`src/rtl/bus_arbiter_if.sv`:
```
// Master-side channel of bus_arbiter: one transfer request plus its completion pulses.
`timescale 1ns/1ps
interface bus_arbiter_if;
  logic        req;
  logic [29:0] address;
  logic [31:0] data_out;
  logic [3:0]  data_strobes;
  logic        read;
  logic        write;
  logic        ack;
  logic        bus_error;

  modport master (
    output req, address, data_out, data_strobes, read, write,
    input  ack, bus_error
  );

  modport slave (
    input  req, address, data_out, data_strobes, read, write,
    output ack, bus_error
  );
endinterface

```
`src/rtl/bus_arbiter.sv`:
```
// Two-master bus arbiter with hold-limited fairness and memory/display address decode.
// Optional macro BUS_ARBITER_ROUND_ROBIN_EN: simultaneous requests from IDLE favour the master not granted last.
`timescale 1ns/1ps
module bus_arbiter #(
  parameter int HOLD_MAX = 8
) (
  input  logic         clock,
  input  logic         reset,
  bus_arbiter_if.slave m0,
  bus_arbiter_if.slave m1,
  output logic [29:0]  address,
  output logic [31:0]  data_out,
  output logic [3:0]   data_strobes,
  output logic         read,
  output logic         write,
  output logic         memory_cs,
  output logic         display_cs
);

  localparam int               CNT_W   = $clog2(HOLD_MAX) + 1;
  localparam logic [CNT_W-1:0] CNT_MAX = CNT_W'(HOLD_MAX);
  localparam logic [CNT_W-1:0] CNT_ONE = CNT_W'(1);
  localparam logic [7:0]       MEM_REGION  = 8'h00;
  localparam logic [7:0]       DISP_REGION = 8'hff;

  typedef enum logic [1:0] {IDLE, BUS, ACK} state_t;

  state_t           state_q, state_d;
  logic             owner_q, owner_d;
  logic [CNT_W-1:0] hold_q, hold_d;
  logic             grant;
  logic             idle_pick;

  logic [29:0]      addr_q;
  logic [31:0]      data_q;
  logic [3:0]       strb_q;
  logic             rd_q, wr_q, mem_q, disp_q;

  logic [29:0]      sel_addr;
  logic [31:0]      sel_data;
  logic [3:0]       sel_strb;
  logic             sel_rd, sel_wr;

  function automatic logic [CNT_W-1:0] sat_inc(input logic [CNT_W-1:0] cnt);
    return (cnt >= CNT_MAX) ? CNT_MAX : cnt + CNT_ONE;
  endfunction

`ifdef BUS_ARBITER_ROUND_ROBIN_EN
  logic rr_pref_q;
  assign idle_pick = rr_pref_q;
`else
  assign idle_pick = 1'b0;
`endif

  // State register: owner, hold count and arbitration memory
  always_ff @(posedge clock or negedge reset) begin
    if (!reset) begin
      state_q <= IDLE;
      owner_q <= 1'b0;
      hold_q  <= '0;
`ifdef BUS_ARBITER_ROUND_ROBIN_EN
      rr_pref_q <= 1'b0;
`endif
    end else begin
      state_q <= state_d;
      owner_q <= owner_d;
      hold_q  <= hold_d;
`ifdef BUS_ARBITER_ROUND_ROBIN_EN
      if (grant) rr_pref_q <= ~owner_d;
`endif
    end
  end

  // Next state and arbitration
  always_comb begin
    state_d = state_q;
    owner_d = owner_q;
    hold_d  = hold_q;
    grant   = 1'b0;
    unique case (state_q)
      IDLE: begin
        if (m0.req || m1.req) begin
          grant   = 1'b1;
          state_d = BUS;
          owner_d = (m0.req && m1.req) ? idle_pick : m1.req;
          hold_d  = CNT_ONE;
        end
      end
      BUS: state_d = ACK;
      ACK: begin
        if (m0.req || m1.req) begin
          grant   = 1'b1;
          state_d = BUS;
          if (m0.req && m1.req) begin
            // Owner keeps the bus until it has used up its hold budget.
            owner_d = (hold_q >= CNT_MAX) ? ~owner_q : owner_q;
          end else begin
            owner_d = m1.req;
          end
          hold_d = (owner_d == owner_q) ? sat_inc(hold_q) : CNT_ONE;
        end else begin
          state_d = IDLE;
          hold_d  = '0;
        end
      end
      default: state_d = IDLE;
    endcase
  end

  always_comb begin
    sel_addr = owner_d ? m1.address      : m0.address;
    sel_data = owner_d ? m1.data_out     : m0.data_out;
    sel_strb = owner_d ? m1.data_strobes : m0.data_strobes;
    sel_rd   = owner_d ? m1.read         : m0.read;
    sel_wr   = owner_d ? m1.write        : m0.write;
  end

  // Transfer capture: granted master's request is registered on entry to BUS
  always_ff @(posedge clock or negedge reset) begin
    if (!reset) begin
      addr_q <= '0;
      data_q <= '0;
      strb_q <= '0;
      rd_q   <= 1'b0;
      wr_q   <= 1'b0;
      mem_q  <= 1'b0;
      disp_q <= 1'b0;
    end else if (grant) begin
      addr_q <= sel_addr;
      data_q <= sel_data;
      strb_q <= sel_strb;
      rd_q   <= sel_rd;
      wr_q   <= sel_wr;
      mem_q  <= (sel_addr[29:22] == MEM_REGION);
      disp_q <= (sel_addr[29:22] == DISP_REGION);
    end
  end

  // Outputs: address/data hold between transfers, strobes only in BUS, completion only in ACK
  always_comb begin
    address      = addr_q;
    data_out     = data_q;
    data_strobes = strb_q;
    read         = 1'b0;
    write        = 1'b0;
    memory_cs    = 1'b0;
    display_cs   = 1'b0;
    m0.ack       = 1'b0;
    m1.ack       = 1'b0;
    m0.bus_error = 1'b0;
    m1.bus_error = 1'b0;
    if (state_q == BUS) begin
      memory_cs  = mem_q;
      display_cs = disp_q;
      read       = rd_q & (mem_q | disp_q);
      write      = wr_q & (mem_q | disp_q);
    end
    if (state_q == ACK) begin
      if (mem_q || disp_q) begin
        m0.ack = ~owner_q;
        m1.ack = owner_q;
      end else begin
        m0.bus_error = ~owner_q;
        m1.bus_error = owner_q;
      end
    end
  end

endmodule

```
`src/flat_wrapper.sv`:
```
// flat-port wrapper written by rule: the top's interface ports become plain ports
module bus_arbiter_flat 
#(
  parameter int HOLD_MAX = 8
)
  (clock, reset, address, data_out, data_strobes, read, write, memory_cs, display_cs, m0_req, m0_address, m0_data_out, m0_data_strobes, m0_read, m0_write, m0_ack, m0_bus_error, m1_req, m1_address, m1_data_out, m1_data_strobes, m1_read, m1_write, m1_ack, m1_bus_error);
  bus_arbiter_if m0_i ();
  bus_arbiter_if m1_i ();
  input  logic clock;
  input  logic reset;
  output logic [29:0] address;
  output logic [31:0] data_out;
  output logic [3:0] data_strobes;
  output logic read;
  output logic write;
  output logic memory_cs;
  output logic display_cs;
  input wire logic [$bits(m0_i.req)-1:0] m0_req;
  input wire logic [$bits(m0_i.address)-1:0] m0_address;
  input wire logic [$bits(m0_i.data_out)-1:0] m0_data_out;
  input wire logic [$bits(m0_i.data_strobes)-1:0] m0_data_strobes;
  input wire logic [$bits(m0_i.read)-1:0] m0_read;
  input wire logic [$bits(m0_i.write)-1:0] m0_write;
  output wire logic [$bits(m0_i.ack)-1:0] m0_ack;
  output wire logic [$bits(m0_i.bus_error)-1:0] m0_bus_error;
  input wire logic [$bits(m1_i.req)-1:0] m1_req;
  input wire logic [$bits(m1_i.address)-1:0] m1_address;
  input wire logic [$bits(m1_i.data_out)-1:0] m1_data_out;
  input wire logic [$bits(m1_i.data_strobes)-1:0] m1_data_strobes;
  input wire logic [$bits(m1_i.read)-1:0] m1_read;
  input wire logic [$bits(m1_i.write)-1:0] m1_write;
  output wire logic [$bits(m1_i.ack)-1:0] m1_ack;
  output wire logic [$bits(m1_i.bus_error)-1:0] m1_bus_error;
  assign m0_i.req = m0_req;
  assign m0_i.address = m0_address;
  assign m0_i.data_out = m0_data_out;
  assign m0_i.data_strobes = m0_data_strobes;
  assign m0_i.read = m0_read;
  assign m0_i.write = m0_write;
  assign m0_ack = m0_i.ack;
  assign m0_bus_error = m0_i.bus_error;
  assign m1_i.req = m1_req;
  assign m1_i.address = m1_address;
  assign m1_i.data_out = m1_data_out;
  assign m1_i.data_strobes = m1_data_strobes;
  assign m1_i.read = m1_read;
  assign m1_i.write = m1_write;
  assign m1_ack = m1_i.ack;
  assign m1_bus_error = m1_i.bus_error;
  bus_arbiter #(.HOLD_MAX(HOLD_MAX)) u_core (.clock(clock), .reset(reset), .m0(m0_i), .m1(m1_i), .address(address), .data_out(data_out), .data_strobes(data_strobes), .read(read), .write(write), .memory_cs(memory_cs), .display_cs(display_cs));
endmodule
```
`config.mk`:
```
export PLATFORM = sky130hd
export DESIGN_NAME = bus_arbiter_flat
export DESIGN_NICKNAME = d
export VERILOG_FILES = /design/src/rtl/bus_arbiter_if.sv /design/src/rtl/bus_arbiter.sv /design/src/flat_wrapper.sv
export SDC_FILE = /design/constraint.sdc
export NUM_CORES = 1
export LEC_CHECK = 0
export CORE_MARGIN = 3
export CORE_UTILIZATION = 35
export CTS_CLUSTER_DIAMETER = 80
export DETAILED_ROUTE_END_ITERATION = 10
export PLACE_DENSITY_LB_ADDON = 0.1
export SLEW_MARGIN = 20
export SYNTH_ARGS = -nofsm -noshare
export SYNTH_HDL_FRONTEND = slang
export SYNTH_SLANG_ARGS = --single-unit
```
`constraint.sdc`:
```
create_clock -name clock -period 1.5 [get_ports clock]
set_clock_uncertainty 0.1 [all_clocks]
set_input_delay 0.15 -clock clock [delete_from_list [all_inputs] [get_ports clock]]
set_output_delay 0.15 -clock clock [all_outputs]
set_load 0.05 [all_outputs]
```
==> results.py, run 1 <==
metrics = {
    "route": {
        "wl_per_cell_um": 18.3,
        "remaining_drc_errors": 0,
        "drt_iter0_drc": 334,
        "firstDrtPassIters": 5,
        "wl_mm": 15.2,
        "via_count": 4586,
        "ant_nets": 0,
        "routed_via_density": 5.53,
    },
    "critical_path": {
        "cp_common_cell": "buf_6",
        "path_cells": "buf_6 > nand2b_4 > buf_6 > nor3_4 > buf_12",
        "cp.required_ps": 1250,
        "critPathMaxStageDelay_ps": 400,
        "critPathLaunch": "u_core.state_q[0]$_DFFE_PN0P_",
        "rr_worst_depth": 7,
        "end_kind": "primary output",
        "reg2reg_slack_ps": -240,
        "cp_max_fo": 5,
        "worstPathArrival_ps": 1500,
        "crit_buf_inv": 3,
        "crit_type": "reg2out",
        "worst-path-stages": 5,
        "crit_family": "buffers and inverters",
        "reg2reg_from": "u_core.state_q[0]$_DFFE_PN0P_",
        "r2r_end": "u_core.data_out[25]$_DFFE_PN0P_",
        "cpMaxStageDelayCell": "dfrtp_1",
        "cp-start-kind": "register",
        "endpoint": "m0_bus_error",
    },
    "pwr": {
        "finalPower_uw": 10500,
        "ir_drop_uv": 869,
        "p_leak_uw": 0.00290,
        "powerDensity_mw_per_mm2": 1430,
    },
    "layout": {
        "layout_commonest_cell": "clkdlybuf4s50_1",
        "nets": 827,
        "utilization_pct": 67.2,
        "drive_gt1_share_pct": 28.0,
        "layout_common_cells": "138 x clkdlybuf4s50_1, 75 x dfrtp_1, 74 x buf_4",
        "area_growth_pct": 86.7,
        "n_antenna_cell": 0,
    },
    "logic_synthesis": {
        "synth_fp_nets": 602,
        "yosysTopAreaCell": "dfrtp_1",
        "yosysSeqAreaShare_pct": 49.2,
        "syn_area_mm2": 0.00392,
        "async_flop_share_pct": 100,
        "yosysWarnings": 0,
        "syn_area_per_cell_um2": 8.52,
        "synth_top_area_share_pct": 49.2,
        "synth_edf_count": 0,
        "synth_cell_type_count": 35,
        "ys.flop_type": "dfrtp_1",
        "synthCells": 460,
        "synth.area.top_cells": "dfrtp_1 49%, a31oi_1 11%, a21oi_1 9.1%",
        "yosys_register_bits": 77,
    },
    "sta": {
        "slew_violations": 0,
        "period_needed_ps": 1750,
        "hold_violations": 0,
        "clock.fmax_mhz": 570,
        "finalCritPeriodShare_pct": 117,
        "rsz0062_at_grt": "yes",
        "max-slew-margin-rel_pct": 67.3,
        "setup_viol": 81,
        "setup_slack_ps": -254,
        "worstMarginPinSlew_ps": 491,
        "hold_ws_ps": 186,
    },
    "floorplan": {
        "die_y_um": 112,
        "row_count": 38,
        "core-area_mm2": 0.0109,
        "fp.dieW_um": 112,
        "io_pins": 214,
        "die_area_mm2": 0.0125,
        "start_util_pct": 36.0,
    },
    "placement": {
        "portBuffers": 213,
        "gp_congestion": 0.869,
        "dp_hpwl_mm": 10.5,
    },
    "clock_network": {
        "insertion_delay_ps": 360,
        "numCtsBuffers": 9,
        "clock_tree.buffer_depth": 2,
        "cts_root_buf": "clkbuf_8",
        "cts_tree": "yes",
        "htree_levels": 3,
        "clkTransAtPathRegs_ps": 80,
        "cts_sinks": 77,
    },
    "worst_hold_path": {
        "hold_path.class": "in2async",
    },
    "global_route": {
        "antenna_found_initial": 0,
        "grt_pass1_wl_mm": 24.3,
        "grt_remaining_overflow": 0,
        "grt_pass1_vias": 4788,
        "grt_max_degree": 37,
        "grt.total_usage_pct": 24.0,
    },
    "run_status": {
        "violations": "negative setup slack",
        "status": "finished, violations left",
    },
    "run": {
        "maxCapViolations": 0,
    },
}
[flip-flops by register name (all words and copies together) (netlist names)]
name / cells
u_core.mem_q: 1
u_core.disp_q: 1
u_core.data_strobes: 4
u_core.wr_q: 1
u_core.owner_q: 1
u_core.address: 30
u_core.data_out: 32
u_core.state_q: 2
u_core.rd_q: 1
u_core.hold_q: 4
[layer usage]
metal	vias to the layer above	routed length [µm]	GRT usage [%]
li1	2136	-	-
met1	2226	5830	29.6
met2	195	7740	40.4
met3	29	1230	7.17
met4	0	368	7.62
met5	-	0	0
[worst min-delay path by stage]
stage / startpoint / end / slack (ps)
after floorplan: reset / u_core.address[0]$_DFFE_PN0P_ / -250
after detailed placement: reset / u_core.address[5]$_DFFE_PN0P_ / 50
after global placement: reset / u_core.address[5]$_DFFE_PN0P_ / 50
after CTS: reset / u_core.address[5]$_DFFE_PN0P_ / 200
after global routing: reset / u_core.address[5]$_DFFE_PN0P_ / 220
final: reset / u_core.address[5]$_DFFE_PN0P_ / 190
[synthesized netlist by cell type, types with 2 or more instances]
cell type and instances:
and3_1 4, nand2_1 6, or3_1 2, inv_1 3, nand3_1 2, nor4_1 5
a21oi_1 71, o21ai_1 69, a31oi_1 69, nor3_1 5, nand4_1 4, buf_4 3
clkbuf_1 20, and2_1 2, ha_1 2, nand2b_1 4, nor2b_1 2, nor2_1 69
o211ai_1 2, o21ai_0 3, buf_2 23, dfrtp_1 77
[kinds of logic (layout without fill, tap and decap cells)]
family,after synthesis,after routing,share of synthesized area [%]
buffers and inverters,51,281,6.10
adder cells (fa/ha/maj),2,2,0.638
flip-flops,77,77,49.2
AND/OR/NAND/NOR,109,109,12.6
multiplexers,1,1,0.255
AO/OA/AOI/OAI,220,220,31.2
[report_power, final]
group | internal [µW] | total [µW] | switching [µW]
Sequential | 2620 | 3040 | 421
Clock | 1020 | 1810 | 786
Combinational | 2260 | 5610 | 3340
Total | 5900 | 10500 | 4550
[through the flow]
stage	area (µm²)	setup TNS, ps	std cells	worst slack, ps
finish	7320	-15760	830	-254
global route	7320	-21850	830	-323
CTS	7090	-13600	829	-251
detailed placement	6670	-20740	808	-314
global placement	6670	-16940	808	-253
floorplan	4000	-1890	460	-119
[layout make-up]
cell class                      instances  area [µm²]
Clock buffer                           12         155
Clock inverter                          4        70.1
Fill cell                             895        3570
Inverter                                4        15.0
Multi-Input combinational cell        332        2110
Sequential cell                        77        1930
Tap cell                              140         175
Timing Repair Buffer                  261        2860
[what timing repair did]
| action | in CTS | in global routing |
|---|---|---|
| resized for setup | 28 | 38 |
| hold endpoints to repair | 32 | 0 |
| pin swaps | 2 | 5 |
| hold buffers | 1 | 0 |
| endpoints found under the setup margin | 82 | 83 |
| cloned | 1 | 0 |
| buffers inserted | 3 | 1 |
(Power assumes the default switching activity.)
==> run 2, diff against run 1 <==
--- a/config.mk
+++ b/config.mk
@@ -10,6 +10,7 @@
 export CTS_CLUSTER_DIAMETER = 80
 export DETAILED_ROUTE_END_ITERATION = 10
 export PLACE_DENSITY_LB_ADDON = 0.1
+export SETUP_SLACK_MARGIN = 0.2
 export SLEW_MARGIN = 20
 export SYNTH_ARGS = -nofsm -noshare
 export SYNTH_HDL_FRONTEND = slang
==> results.py, run 2 (synthesized netlist as in run 1, its figures left out) <==
metrics = {
    "run_status": {
        "status": "finished, violations left",
        "violations": "negative setup slack",
    },
    "global_route": {
        "use_met3_pct": 9.24,
        "grt_pass1_vias": 4740,
        "grt_max_degree": 47,
        "met1_usage_pct": 33.9,
        "grt_pass1_wl_mm": 26.6,
        "grt.total_usage_pct": 26.7,
        "grt-busiest-layer": "met2",
        "antenna_found_initial": 0,
        "grt_remaining_overflow": 0,
        "grtUsageMet2_pct": 43.6,
    },
    "sta": {
        "fin_tns_setup_ps": -19350,
        "clock.fmax_mhz": 553,
        "setup_viol": 82,
        "setup_slack_ps": -308,
        "rsz0062_at_grt": "yes",
        "slew_violations": 0,
        "period_needed_ps": 1810,
        "worstMarginPinSlew_ps": 372,
        "max-slew-margin-rel_pct": 75.0,
        "hold_violations": 0,
        "finalCritPeriodShare_pct": 121,
    },
    "run": {
        "maxCapViolations": 0,
    },
    "clock_network": {
        "cts_tree": "yes",
        "insertion_delay_ps": 360,
        "numCtsBuffers": 9,
        "cts_sinks": 77,
        "clock_tree.buffer_depth": 2,
        "clkTransAtPathRegs_ps": 90,
        "cts_root_buf": "clkbuf_8",
        "htree_levels": 3,
    },
    "layout": {
        "largest_reg_flops": 32,
        "finalInstanceArea_mm2": 0.00829,
        "layout_commonest_cell": "clkdlybuf4s50_1",
        "final_cells": 856,
        "num-fill-cells": 720,
        "regArea_mm2": 0.00193,
        "nets": 853,
        "multiInputGateArea_mm2": 0.00248,
        "layout_common_cells": "138 x clkdlybuf4s50_1, 75 x dfrtp_1, 69 x buf_4",
        "area_growth_pct": 112,
        "drive_gt1_share_pct": 35.8,
        "n_antenna_cell": 0,
    },
    "pwr": {
        "power_frac_comb_pct": 56.7,
        "finalPower_uw": 11300,
        "swShare_pct": 44.2,
        "powerDensity_mw_per_mm2": 1370,
        "ir_drop_uv": 974,
        "p_leak_uw": 0.00322,
        "switchingPower_uw": 5000,
        "power_frac_seq_pct": 27.1,
        "intPower_uw": 6320,
        "pwr-share-clk_pct": 16.2,
    },
    "placement": {
        "gp_congestion": 0.864,
        "placed_area_mm2": 0.00674,
        "portBuffers": 213,
        "placed_cells": 804,
        "dp_hpwl_mm": 10.4,
    },
    "critical_path": {
        "worstPathArrival_ps": 1950,
        "crit_buf_inv": 4,
        "r2r_end": "u_core.data_out[29]$_DFFE_PN0P_",
        "cp.required_ps": 1640,
        "cp-start-kind": "register",
        "rr_worst_depth": 8,
        "critPathMaxStageDelay_ps": 400,
        "reg2reg_from": "u_core.state_q[0]$_DFFE_PN0P_",
        "end_kind": "register",
        "reg2reg_slack_ps": -310,
        "cpMaxStageDelayCell": "dfrtp_1",
        "cp_max_fo": 7,
        "crit_family": "buffers and inverters",
        "cp_common_cell": "buf_6",
        "path_cells": "buf_6 > nor3b_4 > buf_6 > o211ai_4 > buf_12 > buf_16 > a31oi_4 > a21oi_1",
        "crit_type": "reg2reg",
    },
    "floorplan": {
        "fp.dieW_um": 112,
        "die_y_um": 112,
        "io_pins": 214,
        "core-area_mm2": 0.0109,
        "start_util_pct": 36.0,
        "row_count": 38,
        "die_area_mm2": 0.0125,
    },
    "route": {
        "routed_via_density": 5.80,
        "drt_iter0_drc": 337,
        "ant_nets": 0,
        "via_count": 4962,
        "wl_mm": 18.3,
        "remaining_drc_errors": 0,
        "wl_per_cell_um": 21.4,
        "firstDrtPassIters": 5,
    },
    "worst_hold_path": {
        "hold_path.class": "in2async",
    },
}
run 2: power groups by stage:
| stage | sequential (µW) | clock (µW) | combinational [µW] |
|---|---|---|---|
| global placement | 3070 | 0 | 5310 |
| global route | 3130 | 1940 | 6700 |
| detailed placement | 3080 | 0 | 5370 |
| finish | 3070 | 1830 | 6430 |
| CTS | 3050 | 1860 | 5850 |
| floorplan | 4690 | 0 | 1330 |
run 2: final cells by class:
cell class                      count  area share [%]
Sequential cell                    77            23.3
Tap cell                          140            2.11
Multi-Input combinational cell    332            29.9
Timing Repair Buffer              287            41.8
Inverter                            4           0.211
Clock inverter                      6            1.04
Clock buffer                       10            1.66
run 2: worst reg2reg max path, cell delays in order (launching register included):
cell and delay [ps]:
dfrtp_1 400, buf_6 130, nor3b_4 230, buf_6 130
o211ai_4 120, buf_12 170, buf_16 150, a31oi_4 150
a21oi_1 110
run 2: worst max path at each step:
stage,start,to,depth (start not counted)
after global routing,u_core.state_q[0]$_DFFE_PN0P_,u_core.address[18]$_DFFE_PN0P_,8
after floorplan,u_core.owner_q$_DFF_PN0_,u_core.mem_q$_DFFE_PN0P_,6
after global placement,m0_req,u_core.data_out[11]$_DFFE_PN0P_,6
final,u_core.state_q[0]$_DFFE_PN0P_,u_core.data_out[29]$_DFFE_PN0P_,8
after CTS,u_core.state_q[0]$_DFFE_PN0P_,m1_ack,5
after detailed placement,m1_req,u_core.data_out[28]$_DFFE_PN0P_,6
run 2: routing by layer:
metal	part of all wire (%)	up-vias	routed length (µm)
li1	-	2206	-
met1	39	2446	7070
met2	50	271	9110
met3	8.9	39	1620
met4	2.6	0	476
met5	0	-	0
run 2: what timing repair did:
item                                    4_1_cts  5_1_grt
gates resized for setup                      61       74
hold buffers                                  1        0
hold endpoints to repair                     77        0
pin swaps                                    40       23
endpoints found under the setup margin       84       84
cloned                                        9        5
buffers inserted                             16        5
run 2: per-stage QoR:
stage | hold WS, ps | worst slack (ps) | util (%)
floorplan | -246 | -78.8 | -
global placement | -76.8 | -236 | 61.9
detailed placement | -78.7 | -288 | 61.9
CTS | 69.8 | -264 | 70.0
global route | 110 | -354 | 76.1
finish | 82.7 | -308 | 76.1
